[src/rtl/flow_slot_fifo.sv]
// Per-flow slot-ID FIFO for the CCI-P transmit path: registered outputs, one-cycle pop
// latency, and a one-cycle error pulse for each push dropped on overflow.
module flow_slot_fifo #(
   parameter int DATA_WIDTH = 8,
   parameter int LOG_DEPTH  = 3
) (
   input  logic                  clk,
   input  logic                  reset,
   input  logic                  push_en,
   input  logic [DATA_WIDTH-1:0] push_data,
   input  logic                  pop_enable,
   output logic                  pop_valid,
   output logic [DATA_WIDTH-1:0] pop_data,
   output logic [LOG_DEPTH-1:0]  pop_dw,
   output logic                  error
);

   localparam int DEPTH = 2 ** LOG_DEPTH;

   logic [DATA_WIDTH-1:0] mem_q [DEPTH];
   logic [LOG_DEPTH-1:0]  wp_q, wp_d;
   logic [LOG_DEPTH-1:0]  rp_q, rp_d;
   logic [LOG_DEPTH-1:0]  cnt_q, cnt_d;
   logic                  pop_valid_q, pop_valid_d;
   logic [DATA_WIDTH-1:0] pop_data_q, pop_data_d;
   logic                  error_q, error_d;

   logic full, empty, pop_acc, push_acc;

   // One slot is always left unused, so the count never needs more than LOG_DEPTH bits.
   assign full     = (cnt_q == LOG_DEPTH'(DEPTH - 1));
   assign empty    = (cnt_q == '0);
   assign pop_acc  = pop_enable && !empty;
   assign push_acc = push_en && (!full || pop_acc);

   // NOTE: every variable gets a default at the top of always_comb so no path can infer a latch.
   always_comb begin
      wp_d        = wp_q;
      rp_d        = rp_q;
      cnt_d       = cnt_q;
      pop_valid_d = pop_acc;
      pop_data_d  = pop_data_q;
      error_d     = push_en && !push_acc;
      if (push_acc) wp_d = wp_q + LOG_DEPTH'(1);
      if (pop_acc) begin
         rp_d       = rp_q + LOG_DEPTH'(1);
         pop_data_d = mem_q[rp_q];
      end
      if (push_acc && !pop_acc)      cnt_d = cnt_q + LOG_DEPTH'(1);
      else if (pop_acc && !push_acc) cnt_d = cnt_q - LOG_DEPTH'(1);
   end

   // NOTE: sequential state uses non-blocking assignments so every register samples pre-edge values.
   always_ff @(posedge clk or posedge reset) begin
      if (reset) begin
         wp_q        <= '0;
         rp_q        <= '0;
         cnt_q       <= '0;
         pop_valid_q <= 1'b0;
         pop_data_q  <= '0;
         error_q     <= 1'b0;
      end else begin
         wp_q        <= wp_d;
         rp_q        <= rp_d;
         cnt_q       <= cnt_d;
         pop_valid_q <= pop_valid_d;
         pop_data_q  <= pop_data_d;
         error_q     <= error_d;
      end
   end

   // NOTE: the storage array is deliberately not reset; the pointers and count decide what is valid.
   always_ff @(posedge clk) begin
      if (push_acc) mem_q[wp_q] <= push_data;
   end

   assign pop_valid = pop_valid_q;
   assign pop_data  = pop_data_q;
   assign pop_dw    = cnt_q;
   assign error     = error_q;

endmodule

[config.mk]
export PLATFORM = sky130hd
export DESIGN_NAME = flow_slot_fifo
export DESIGN_NICKNAME = d
export VERILOG_FILES = /design/src/rtl/flow_slot_fifo.sv
export SDC_FILE = /design/constraint.sdc
export NUM_CORES = 1
export LEC_CHECK = 0
export BUFFER_PORTS_ARGS = -buffer_cell sky130_fd_sc_hd__clkbuf_2
export CAP_MARGIN = 25
export CORE_MARGIN = 2
export CORE_UTILIZATION = 43
export CTS_BUF_LIST = sky130_fd_sc_hd__clkbuf_4
export DETAILED_ROUTE_END_ITERATION = 7
export PLACE_DENSITY = 0.66
export SLEW_MARGIN = 10
export SYNTH_ARGS = -nofsm -noshare
export SYNTH_HDL_FRONTEND = slang
export SYNTH_SLANG_ARGS = --single-unit
export TNS_END_PERCENT = 100
[constraint.sdc]
create_clock -name clk -period 5.45 [get_ports clk]
set_clock_uncertainty 0.1 [all_clocks]
set_input_delay 0.545 -clock clk [delete_from_list [all_inputs] [get_ports clk]]
set_output_delay 0.545 -clock clk [all_outputs]
set_load 0.005 [all_outputs]
**Word level (Yosys, flattened, before mapping)**

Memories as Yosys holds them, arrays and structs flattened. A register that Yosys moved wholly into a read port is not among the register bits.
Index checks and enable logic that the tools add are counted.

- Add/sub/neg operators: 4
- Eq/ne operators: 1
- Muxes and demuxes: 4
- Reductions and logical operators: 12

Operators by type and width:

| operator | count |
|---|---|
| $add A3 B1 Y3 const B | 3 |
| $mux W3 | 2 |
| $logic_and A1 B1 Y1 | 5 |
| $logic_not A1 Y1 | 4 |
| $eq A3 B3 Y1 const B | 1 |
| $logic_not A3 Y1 | 1 |
| $sub A3 B1 Y3 const B | 1 |
| $mux W1 | 2 |
| $reduce_bool A2 Y1 | 1 |
| $logic_or A1 B1 Y1 | 1 |

- Flip-flop bits (word level): 11
- Bits in writable memories: 64
- Bits of input ports: 12
- Output and inout port bits: 13
- Logic and storage cells: 27
- Memories: 1

Memories:

| memory | depth | width | rd ports | clocked after Yosys merged registers in | wr ports | RTL line | RTL |
|---|---|---|---|---|---|---|---|
| mem_q | 8 | 8 | 1 | 1 | 1 | 20 | `logic [DATA_WIDTH-1:0] mem_q [DEPTH];` |

**Depth between registers and ports, before layout**

Gate-level depths: netlist of run 1.

- Word-level depth: 9
- Depth in mapped cells: 9
- Gate-level depth less buffers: 9

**Least setup slack after synthesis of run 1**

OpenSTA, ideal clock, no wires.

- Path type: reg2reg
- Start: register cnt_q[0], in the netlist pop_dw[0]
- End: register cnt_q[2], in the netlist pop_dw[2]
- Setup time: 79 ps
- Arrival: 2047 ps
- Data required time: 5271 ps
- Slack: 3224 ps
- Stages on the path, launching flop included: 10
- Path buffers: 2
- Period minus slack after synthesis: 2226 ps
- Cells stage by stage: dfrtp_1 -> o31ai_2 -> buf_4 -> buf_6 -> ha_1 -> inv_1 -> fa_1 -> xor2_1 -> nor2_1 -> xor2_1

- Word-level cells in the longest chain between the ends: 8
- Elaborated cells on any way between the ends: 16
- Those cells by class: add/sub (2); eq/ne (1); mux (2); reduce/logical (11)

RTL lines:

| what | RTL line | RTL |
|---|---|---|
| start: declaration | 23 | `logic [LOG_DEPTH-1:0] cnt_q, cnt_d;` |
| start signal: assignment | 65 | `cnt_q <= cnt_d;` |
| parallel branches: the longest is 8 deep, another holds $sub A3 B1 Y3 | -- |  |

Parallel ways; which one is timed is not known. The select of a mux whose other input is x is not followed.
A chain may end at the register's enable or synchronous reset.

**Worst setup path in the final report of run 1**

Same ends and word-level chain as after synthesis.

==> impl_metrics.ini, run 1 <==
[worst_setup_path]
ff2ff_path_depth = 7
reg2reg_slack_ns = 3.19
critical_path_class = reg2reg
path_max_fanout = 6
required_ns = 5.70
timing.rr.end = pop_dw[2]$_DFFE_PP0P_
cp.arrival_ns = 2.50
start_kind = register
cp-end-kind = register
r2r_start = pop_dw[0]$_DFFE_PP0P_

[layout]
areaGrowthSynthToFinish_pct = 10.1
final_common_cell = edfxtp_1
fin_nets = 248
diodes = 0
fillers = 651
multi_input_area_um2 = 875
final_cell_count_no_fill = 339
mostFrequentLayoutCells = 64 x edfxtp_1, 24 x clkbuf_2, 19 x dfrtp_1, 18 x mux2_2, 16 x mux2i_1
seq_area_mm2 = 0.00240
drive_gt1_frac = 0.300

[sta]
max_freq_ghz = 0.443
hold_viol = 0
tightest_slew_ns = 0.955
whs_ns = 0.134
finalSetupViolCount = 0
period_needed_ns = 2.26
fin_crit_sh = 0.414
maxSlewViolCount = 0
fin_setup_tns_ns = 0
rsz0062_at_grt = no
max_slew_margin = 0.361

[clock_network]
clockBufferDepth = 2
cts_setup_buffers = 0
path_clk_slew_ns = 0.13
cts_root_buffer = clkbuf_4
clock-sinks = 83
hold_buffers = 0
htree_levels = 3
cts.repair.resized = 0
numCtsBuffers = 9
clock_latency_ns = 0.41
cts_tree = built

[yosys]
syn-cell-area_mm2 = 0.00337
yosys_warnings = 0
synth_seq_cells = 83
yosys.cell_types.count = 25
synthesis.nets = 216
yosys.area.top_type = edfxtp_1
synth-seq-area-share = 0.710
synth.top_cell.area_share = 0.570
synthTopCellsByArea = edfxtp_1 57%, dfrtp_1 14%, mux2_2 6.0%
postSynthCellCount = 200
synth_area_per_cell_um2 = 16.9

[power_and_ir_drop]
leakagePower_uw = 0.00139
peakVddDrop_uv = 214
p_per_area_mw_per_mm2 = 501

[drt]
routed_wl_mm = 5.93
first_pass_iters = 4
drc = 0
ant_nets = 0
drt_iter0_markers = 69
post_drt_via_cell_ratio = 4.99
vias = 1693
routedWlPerCell_um = 17.5

[grt]
grt_pass1_wl_mm = 9.52
antenna_found_initial = 0
grt_pass1_vias = 1750
grt-ovfl-total = 0
grt_util_all_layers = 0.154
grt_max_degree = 35

[floorplan]
die_w_um = 92.6
ios = 25
die_y_um = 92.6
core_area_mm2 = 0.00765
rows = 32
initial_core_util = 0.441
die_area_mm2 = 0.00857

[hold_path]
hold_class = in2async

[placed_design]
post-place-cells = 321
gp_congestion = 0.722
port_buffers = 24
hpwl_mm = 3.67

[outcome]
status = finished clean

[job]
maxCapViolCount = 0
[worst max path at each step]
| stage | startpoint | to | slack (ns) | cells after the start |
|---|---|---|---|---|
| after floorplan | pop_dw[0]$_DFFE_PP0P_ | pop_dw[2]$_DFFE_PP0P_ | 3.22 | 9 |
| after global placement | pop_dw[0]$_DFFE_PP0P_ | pop_dw[2]$_DFFE_PP0P_ | 2.75 | 7 |
| after detailed placement | pop_dw[0]$_DFFE_PP0P_ | pop_dw[2]$_DFFE_PP0P_ | 2.69 | 7 |
| after CTS | pop_dw[0]$_DFFE_PP0P_ | pop_dw[2]$_DFFE_PP0P_ | 2.67 | 7 |
| after global routing | pop_dw[0]$_DFFE_PP0P_ | pop_dw[2]$_DFFE_PP0P_ | 3.08 | 7 |
| final | pop_dw[0]$_DFFE_PP0P_ | pop_dw[2]$_DFFE_PP0P_ | 3.19 | 7 |
[layer usage]
metal | wire (um) | up-vias | global-route usage
met1 | 2840 | 834 | 0.216
met5 | 0 | - | 0
met2 | 2780 | 32 | 0.221
li1 | - | 823 | -
met3 | 260 | 4 | 0.0521
met4 | 52 | 0 | 0.0659
[cell families after synthesis]
family / share of synthesized area
AO/OA/AOI/OAI: 0.0690
XOR/XNOR: 0.0182
adder cells (fa/ha/maj): 0.0171
buffers and inverters: 0.0330
flip-flops: 0.710
multiplexers: 0.108
AND/OR/NAND/NOR: 0.0449
[cell usage after synthesis]
library cell / count
o31ai_2: 9
buf_6: 2
xnor2_1: 5
mux2i_1: 16
nor2_1: 9
buf_12: 2
xor2_1: 2
nor3_1: 2
buf_4: 1
mux2_2: 18
ha_1: 3
nand3b_1: 1
buf_8: 1
o22ai_1: 8
nand2b_1: 3
fa_1: 1
nand2_1: 15
a22o_1: 8
edfxtp_1: 64
nand3_1: 2
buf_1: 2
nor2b_1: 1
inv_1: 5
dfrtp_1: 19
nand4b_1: 1
[critical path, cell delays in order, from the launching register on]
cell and delay (ns):
dfrtp_1 0.50, o31ai_4 0.49, ha_1 0.26, inv_1 0.06
fa_1 0.37, xor2_1 0.15, nor2_1 0.11, xor2_1 0.16
[state kept, by name (all words and copies together), names as in the netlist]
signal,flops
pop_valid,1
wp_q,3
rp_q,3
pop_dw,3
pop_data,8
error,1
mem_q,64
[power breakdown]
part           switching [uW]  internal [uW]  leakage [uW]  total, uW
clock network             205            148     0.0000705        353
registers                84.4            825      0.000809        909
logic                     324            274      0.000509        598
total                     613           1250       0.00139       1860
[stage by stage]
stage | worst slack, ns | utilization | area [um2] | power [uW]
2_1_floorplan | 3.22 | - | 3370 | 1390
3_5_place_dp | 2.69 | 0.465 | 3560 | 1530
5_1_grt | 3.08 | 0.486 | 3710 | 1980
6_report | 3.19 | 0.486 | 3710 | 1860
3_3_place_gp | 2.75 | 0.464 | 3550 | 1510
4_1_cts | 2.67 | 0.483 | 3690 | 1870
[final cells by class]
type | instances | share of cell area
Clock inverter | 5 | 0.0145
Multi-Input combinational cell | 104 | 0.235
Sequential cell | 83 | 0.645
Inverter | 5 | 0.00505
Clock buffer | 11 | 0.0222
Tap cell | 102 | 0.0344
Timing Repair Buffer | 29 | 0.0431
No activity file was read; power rests on OpenSTA's default activity.
==> run 2: changes to the inputs <==
==> constraint.sdc (replaced) <==
create_clock -name clk -period 2.2 [get_ports clk]
set_clock_uncertainty 0.1 [all_clocks]
set_input_delay 0.22 -clock clk [delete_from_list [all_inputs] [get_ports clk]]
set_output_delay 0.22 -clock clk [all_outputs]
set_load 0.005 [all_outputs]
==> impl_metrics.ini, run 2 (synthesis gave the netlist of run 1 again) <==
[sta]
max_slew_margin = 0.448
maxSlewViolCount = 0
max_freq_ghz = 0.496
fin_crit_sh = 0.916
finalSetupViolCount = 0
tightest_slew_ns = 0.827
fin_setup_tns_ns = 0
period_needed_ns = 2.02
rsz0062_at_grt = no
hold_viol = 0
whs_ns = 0.161

[worst_setup_path]
cp.buffers_inverters = 2
critical_path_class = reg2reg
start_kind = register
path_max_fanout = 4
crit_chain = nand4b_1 -> nand2_1 -> inv_1 -> ha_1 -> inv_1 -> fa_1 -> mux2_2
max_stage_delay_ns = 0.48
timing.rr.end = pop_dw[1]$_DFFE_PP0P_
cpMostUsedCell = inv_1
r2r_start = pop_dw[2]$_DFFE_PP0P_
cp-end-kind = register
reg2reg_slack_ns = 0.18
cp.arrival_ns = 2.24
critPathTopFamily = adder cells
required_ns = 2.42
ff2ff_path_depth = 7
cp_slowest_cell = dfrtp_1

[clock_network]
numCtsBuffers = 9
clockBufferDepth = 2
htree_levels = 3
path_clk_slew_ns = 0.13
clock-sinks = 83
cts_root_buffer = clkbuf_4
cts_setup_buffers = 0
clock_latency_ns = 0.43
cts_tree = built

[placed_design]
port_buffers = 24
hpwl_mm = 3.76
gp_congestion = 0.723
dpl_cell_area_mm2 = 0.00365

[floorplan]
die_y_um = 92.6
ios = 25
die_w_um = 92.6
rows = 32
core_area_mm2 = 0.00765
die_area_mm2 = 0.00857
initial_core_util = 0.441

[drt]
ant_nets = 0
drt_iter0_markers = 113
routedWlPerCell_um = 17.3
routed_wl_mm = 6.17
drc = 0
vias = 1807
post_drt_via_cell_ratio = 5.06
first_pass_iters = 4

[layout]
fillers = 661
drive_gt1_frac = 0.322
fin_nets = 266
final_common_cell = edfxtp_1
diodes = 0
mostFrequentLayoutCells = 64 x edfxtp_1, 24 x clkbuf_2, 18 x mux2_2, 17 x dfrtp_1, 16 x mux2i_1
areaGrowthSynthToFinish_pct = 16.1
final_cell_area_mm2 = 0.00392
top_register = mem_q
largest_reg_flops = 64

[grt]
grt_pass1_vias = 1858
grt_util_all_layers = 0.161
antenna_found_initial = 0
grt_pass1_wl_mm = 9.98
grt_max_degree = 35
grt-ovfl-total = 0

[power_and_ir_drop]
leakagePower_uw = 0.00149
peakVddDrop_uv = 528
power_uw = 4880
p_per_area_mw_per_mm2 = 1250

[hold_path]
worstHoldStart = pop_enable
min_path_cells = 4
holdPathEnd = error$_DFF_PP0_
hold_class = in2reg

[outcome]
status = finished clean

[job]
maxCapViolCount = 0
[run 2: cell count changes in the layout (fill, tap and decap cells not counted), moves of 2 or more]
cell,previous run,this run
buf_2,2,0
clkinvlp_4,2,0
dfrtp_1,19,17
dfrtp_2,0,2
buf_4,2,12
dlygate4sd3_1,0,10
clkbuf_4,11,9
inv_6,0,2
[run 2: worst reg2reg max path, cell delays in order, from the launching register on]
cell and delay, ns:
dfrtp_1 0.48, nand4b_1 0.17, nand2_1 0.16, inv_1 0.06
ha_1 0.20, inv_1 0.07, fa_1 0.41, mux2_2 0.27
[run 2: final cells by class]
cell class	instances	area (um2)	share of cell area
sequential	83	2400	0.613
multi-input combinational	104	875	0.223
timing repair buffer	47	330	0.0843
tap	102	128	0.0326
clock inverter	7	98.8	0.0252
clock buffer	9	67.6	0.0172
inverter	5	18.8	0.00479
[run 2: report_power, final]
group          total (uW)  switching [uW]  internal (uW)
clock                1020             550            473
combinational        1590             828            767
sequential           2260             217           2040
total                4880            1590           3280
[run 2: per-layer routing]
metal	vias to the layer above	share of wire	wire, um	track usage
met4	0	0.019	116	0.0709
li1	855	-	-	-
met5	-	0	0	0
met3	9	0.027	169	0.0358
met2	33	0.48	2990	0.260
met1	910	0.47	2900	0.210
[run 2: how the worst max path moves through the flow]
stage	to	from	slack, ns	cells after the start
global route	pop_dw[2]$_DFFE_PP0P_	pop_dw[2]$_DFFE_PP0P_	0.02	9
finish	pop_dw[1]$_DFFE_PP0P_	pop_dw[2]$_DFFE_PP0P_	0.18	7
floorplan	pop_dw[2]$_DFFE_PP0P_	pop_dw[2]$_DFFE_PP0P_	0.01	9
detailed placement	pop_dw[1]$_DFFE_PP0P_	pop_dw[1]$_DFFE_PP0P_	0.17	7
global placement	pop_dw[1]$_DFFE_PP0P_	pop_dw[1]$_DFFE_PP0P_	0.26	7
CTS	pop_dw[1]$_DFFE_PP0P_	pop_dw[1]$_DFFE_PP0P_	0.15	7
[run 2: per-stage QoR]
| step | utilization | cells | setup WS, ns |
|---|---|---|---|
| 2_1_floorplan | - | 200 | 0.0110 |
| 3_3_place_gp | 0.477 | 331 | 0.262 |
| 3_5_place_dp | 0.477 | 331 | 0.174 |
| 4_1_cts | 0.512 | 357 | 0.149 |
| 5_1_grt | 0.512 | 357 | 0.0216 |
| 6_report | 0.512 | 357 | 0.185 |
[run 2: timing repair]
item,CTS,global route
endpoints found under the hold margin,85,0
endpoints found under the setup margin,0,1
resized for setup,0,1
hold buffers,10,0
